### config.mk
export PLATFORM = sky130hd
export DESIGN_NAME = alu_issue_stage
export DESIGN_NICKNAME = d
export VERILOG_FILES = /design/src/rtl/alu_issue_stage.sv
export SDC_FILE = /design/constraint.sdc
export NUM_CORES = 1
export LEC_CHECK = 0
export ABC_AREA = 1
export BUFFER_PORTS_ARGS = -buffer_cell sky130_fd_sc_hd__buf_2
export CORE_MARGIN = 3
export CORE_UTILIZATION = 49
export DETAILED_ROUTE_END_ITERATION = 16
export PLACE_DENSITY = 0.88
export SYNTH_ARGS = -nofsm -noshare
export SYNTH_HDL_FRONTEND = slang
export SYNTH_SLANG_ARGS = --single-unit
### constraint.sdc
create_clock -name clk -period 4.3 [get_ports clk]
set_input_delay 0.43 -clock clk [delete_from_list [all_inputs] [get_ports clk]]
set_output_delay 0.43 -clock clk [all_outputs]
set_load 0.005 [all_outputs]
### src/rtl/alu_issue_stage.sv
// Two-stage execute front end: registers decoded OP/OP-IMM requests, drives the shared ALU
// and captures its result. Define ALU_FLAGS_EN to add the registered out_flags {N,Z,C,V} port.
module alu_issue_stage #(
    parameter int TAG_W = 5
) (
    input  logic             clk,
    input  logic             rst,
    input  logic             in_valid,
    output logic             in_ready,
    input  logic [2:0]       in_funct3,
    input  logic             in_funct7_5,
    input  logic             in_is_imm,
    input  logic [31:0]      in_a,
    input  logic [31:0]      in_b,
    input  logic [TAG_W-1:0] in_tag,
    output logic [2:0]       alu_g_select,
    output logic [31:0]      alu_a,
    output logic [31:0]      alu_b,
    input  logic [31:0]      alu_result,
    input  logic             alu_v,
    input  logic             alu_c,
    output logic             out_valid,
    input  logic             out_ready,
    output logic [31:0]      out_result,
    output logic [TAG_W-1:0] out_tag,
`ifdef ALU_FLAGS_EN
    output logic [3:0]       out_flags,
`endif
    output logic             out_err
);

    localparam logic [2:0] SEL_ADD = 3'b000;
    localparam logic [2:0] SEL_SUB = 3'b001;
    localparam logic [2:0] SEL_XOR = 3'b010;
    localparam logic [2:0] SEL_OR  = 3'b100;
    localparam logic [2:0] SEL_AND = 3'b110;

    logic             vld_p0;
    logic             vld_p1;
    logic             w_adv;
    logic             accept;
    logic [2:0]       funct3_p0;
    logic             funct7_5_p0;
    logic             is_imm_p0;
    logic [31:0]      a_p0;
    logic [31:0]      b_p0;
    logic [TAG_W-1:0] tag_p0;
    logic [31:0]      result_d;
    logic             err_d;

    function automatic logic [2:0] decode_sel(input logic [2:0] f3, input logic f7, input logic imm);
        case (f3)
            3'b000:         decode_sel = (f7 & ~imm) ? SEL_SUB : SEL_ADD;
            3'b010, 3'b011: decode_sel = SEL_SUB;
            3'b100:         decode_sel = SEL_XOR;
            3'b110:         decode_sel = SEL_OR;
            3'b111:         decode_sel = SEL_AND;
            default:        decode_sel = SEL_ADD;
        endcase
    endfunction

    // SLT uses the true sign of A-B (sign corrected by overflow); SLTU borrows when carry is clear.
    function automatic logic [31:0] form_result(input logic [2:0] f3, input logic [31:0] res,
                                                input logic v, input logic c);
        case (f3)
            3'b010:         form_result = {31'b0, res[31] ^ v};
            3'b011:         form_result = {31'b0, ~c};
            3'b001, 3'b101: form_result = 32'b0;
            default:        form_result = res;
        endcase
    endfunction

    assign w_adv    = ~vld_p1 | out_ready;
    assign in_ready = ~vld_p0 | w_adv;
    assign accept   = in_valid & in_ready;

    // Stage p0 (E): request register
    always_ff @(posedge clk or posedge rst) begin
        if (rst) begin
            vld_p0 <= 1'b0;
        end else if (in_ready) begin
            vld_p0 <= in_valid;
        end
    end

    always_ff @(posedge clk) begin
        if (accept) begin
            funct3_p0   <= in_funct3;
            funct7_5_p0 <= in_funct7_5;
            is_imm_p0   <= in_is_imm;
            a_p0        <= in_a;
            b_p0        <= in_b;
            tag_p0      <= in_tag;
        end
    end

    always_comb begin
        alu_g_select = SEL_ADD;
        alu_a        = 32'b0;
        alu_b        = 32'b0;
        if (vld_p0) begin
            alu_g_select = decode_sel(funct3_p0, funct7_5_p0, is_imm_p0);
            alu_a        = a_p0;
            alu_b        = b_p0;
        end
    end

    assign result_d = form_result(funct3_p0, alu_result, alu_v, alu_c);
    assign err_d    = (funct3_p0[1:0] == 2'b01);

    // Stage p1 (W): output register
    always_ff @(posedge clk or posedge rst) begin
        if (rst) begin
            vld_p1     <= 1'b0;
            out_result <= 32'b0;
            out_tag    <= '0;
            out_err    <= 1'b0;
`ifdef ALU_FLAGS_EN
            out_flags  <= 4'b0;
`endif
        end else if (w_adv) begin
            vld_p1 <= vld_p0;
            if (vld_p0) begin
                out_result <= result_d;
                out_tag    <= tag_p0;
                out_err    <= err_d;
`ifdef ALU_FLAGS_EN
                out_flags  <= err_d ? 4'b0 : {alu_result[31], alu_result == 32'b0, alu_c, alu_v};
`endif
            end
        end
    end

    assign out_valid = vld_p1;

endmodule

==> summary.md <==
Setup repair after global routing left no endpoint under its margin. In the detailed route, the total length drawn on met3 is 676 µm. The highest metal layer carrying signal wires in the routed design is met4. At the pin with the least slew margin, the transition time is 1160 ps. After the first detailed-routing iteration, the DRC count stood at 126.

Of the cells placed in the final design, the portion with a size suffix greater than 1 is 40.9%. For the maximum level of the CTS H-tree, the log shows 4. IR analysis of the VDD net gives a maximum drop of 0.313 mV. The initial antenna violation count was 0; the number of standard cells after synthesis was 414.

The number of sinks on the clock net was 114; the total of max-cap violations was 0. The total overflow left after global routing is 0. The half-perimeter wire length after placement was 7.89 mm; the area added between synthesis and finish was 37.4%. The worst path uses 63.6% of the clock period. The number of global-route vias before repair is 3488. In this run the worst setup path begins at funct3_p0[2].

The longest clock path from root to sink contains 2 buffers. The kind of end point of the critical path is an output pin. For the count of boundary I/O pins, the log shows 219. The logs give 10400 µm² for the full die area and 727 for the number of cells in the design after placement. The tools report the number of antenna-violating nets in the routed design as 0. In the global route stage, overall resource usage came out at 20.5%. The largest total area in the synthesized netlist belongs to sky130_fd_sc_hd__edfxtp_1. Once layout is done, the placed cells without fillers occupy 6190 µm².

Summing all placed instances gives a cell area of 5640 µm². Each instance of the synthesized netlist takes up on average 10.9 µm². After clock tree synthesis, the clock-pin slew on the worst setup and hold paths is 60 ps. The width of the chip was 102 µm. Once layout is complete, the cells apart from fillers number 759.

Count of instances resized after the clock tree is built: 0. After synthesis the netlist holds a flip-flop and latch count of 114. The run finished with clean final reports.

The smallest setup slack after layout was 1570 ps. For the routed wire length, the log shows 10.9 mm. The peak fanout along the critical path was 33. The net count of the finished layout is 750. The average detailed-routed wire length per instance was 14.4 µm. The analysis attributes to net switching a power of 0.821 mW. Sequential share of the synthesized area: 71.6%.

TritonCTS built the clock tree. After synthesis, the largest area contributor takes up 49.3% of total cell area. The core region is 8810 µm². The final critical delay including setup and external delays came out at 2730 ps. Commonest non-fill, non-tap cell in the layout: sky130_fd_sc_hd__buf_2. Once layout is complete, the utilization of the core stands at 70.3%. The required time at the endpoint of the critical path was 3870 ps; the power density normalized to cell area was 501 nW/µm².

For the total inserted antenna cells, the log shows 0. The tree is rooted in a sky130_fd_sc_hd__clkbuf_8. Entering global routing, the biggest net connects 67 pins. The maximum achievable frequency was 366 MHz; the total of endpoints with negative setup slack in the final report was 0. The number of hold buffers added after CTS was 0.

The post-place setup slack was 1700 ps; the count of final max-slew check failures was 0. The distinct cell type count after synthesis is 19, and the initial standard-cell utilization of the core is 51.2%. The logs give 2.28 mW for the cell-internal power and 10.3 ps for the setup skew after layout.

In this run the post-CTS setup repair buffer count came out at 0. The run gives 0 ps as the aggregate negative setup slack. Type of the tightest min-delay check: in2async.

At the end of routability-driven placement, the weighted congestion stood at 0.751. The clock network is responsible for 41.0% of the overall power. Yosys printed 0 warnings. The later pin in the worst-skew pair is clocked with a latency of 500 ps. Yosys attributes the largest share of cell area to sky130_fd_sc_hd__edfxtp_1 (49%), sky130_fd_sc_hd__dfrtp_1 (22%), sky130_fd_sc_hd__nand2_1 (13%). Before antenna repair, the detailed router went through 5 iterations.

The share of power burned in registers is 44.3%. In the layout the commonest cells are sky130_fd_sc_hd__buf_2 (218), sky130_fd_sc_hd__nand2_1 (160), sky130_fd_sc_hd__inv_1 (75), sky130_fd_sc_hd__edfxtp_1 (74), sky130_fd_sc_hd__dfrtp_1 (39). The worst setup path is of the reg2out kind.

The first global-routing pass estimated 16.3 mm of wire. The height of the chip is 102 µm. Headroom to the max-slew limit came out at 22.2%.

The final number of hold-violating endpoints was 0; the mapped cell area was 4500 µm². During placement, the flow inserted port buffers numbering 218. Detailed routing inserted a total of 3533 vias. Of the total power, the share spent switching nets is 26.5%. Summed over all cells, the static leakage comes to 3.55 nW.

The met2 wire length was 5.90 mm; the data arrival time of the worst path was 2300 ps. The TritonCTS buffer count is 17. The worst setup path is launched from a register. The worst register-to-register path begins at vld_p0. In this run the core area contains 34 standard-cell rows.

Counting every net in the synthesized netlist gives 526. Using the TritonRoute via totals, the vias-per-cell ratio works out to 4.65. The relative contribution of combinational cells to total power is 14.7%.

In the routed design, unresolved DRC markers number 0. The tools report the met1 routed wirelength after detailed routing as 4.08 mm.
[sequential cells by signal (all words and copies together), names as in the netlist, 3 cells and up]
| register | count |
|---|---|
| funct3_p0 | 3 |
| tag_p0 | 5 |
| out_result | 32 |
| a_p0 | 32 |
| b_p0 | 32 |
| out_tag | 5 |
[through the flow]
stage / hold slack, ps / total power [mW]
after CTS: 48.7 / 3.13
after global placement: 426 / 1.83
after detailed placement: 435 / 1.85
after floorplan: 418 / 1.62
after global routing: 79.4 / 3.23
final: 50.1 / 3.10
[cells by family after synthesis]
group | synth area share, %
AND/OR/NAND/NOR | 18.9
flip-flops | 71.6
buffers and inverters | 9.25
AO/OA/AOI/OAI | 0.305
[power by group through the flow]
| stage | sequential, mW | combinational [mW] | clock, mW |
|---|---|---|---|
| floorplan | 1.39 | 0.222 | 0 |
| global route | 1.39 | 0.513 | 1.33 |
| CTS | 1.37 | 0.463 | 1.29 |
| finish | 1.37 | 0.456 | 1.27 |
| detailed placement | 1.39 | 0.459 | 0 |
| global placement | 1.39 | 0.440 | 0 |
[layout make-up]
type | instances | area, µm²
clock buffers | 18 | 418
clock inverters | 14 | 133
fillers | 633 | 2620
inverters | 78 | 293
multi-input cells | 205 | 865
flip-flops and latches | 114 | 3220
well taps | 108 | 135
repair buffers | 222 | 1120
[layer usage]
| layer | global-route usage (%) | up-vias |
|---|---|---|
| met5 | 0 | - |
| met4 | 8.78 | 0 |
| met3 | 5.46 | 23 |
| met2 | 37.3 | 138 |
| met1 | 22.6 | 1644 |
| li1 | - | 1728 |
[worst paths after layout]
kind	end	slack (ps)	cells after the start
max	alu_g_select[0]	1570	4
min	out_result[23]	50	3
max reg2reg	out_result[22]	1680	5
min reg2reg	out_tag[0]	450	2
max in group asynchronous	vld_p0	3880	3
min in group clk	a_p0[0]	100	1
[Yosys cell counts, drive strengths merged]
library cell  count
nor2              5
dfrtp            40
nor3              2
nand2           162
inv              78
nand3            33
edfxtp           74
nand4             1
buf              17
a21oi             2
[worst max-delay path: stages, from the launching register on]
cell                       delay [ps]
sky130_fd_sc_hd__edfxtp_1         420
sky130_fd_sc_hd__inv_1            130
sky130_fd_sc_hd__nand2_1          670
sky130_fd_sc_hd__a21oi_1          430
sky130_fd_sc_hd__buf_2            160
Note: power is estimated with default switching activity, not from simulation.
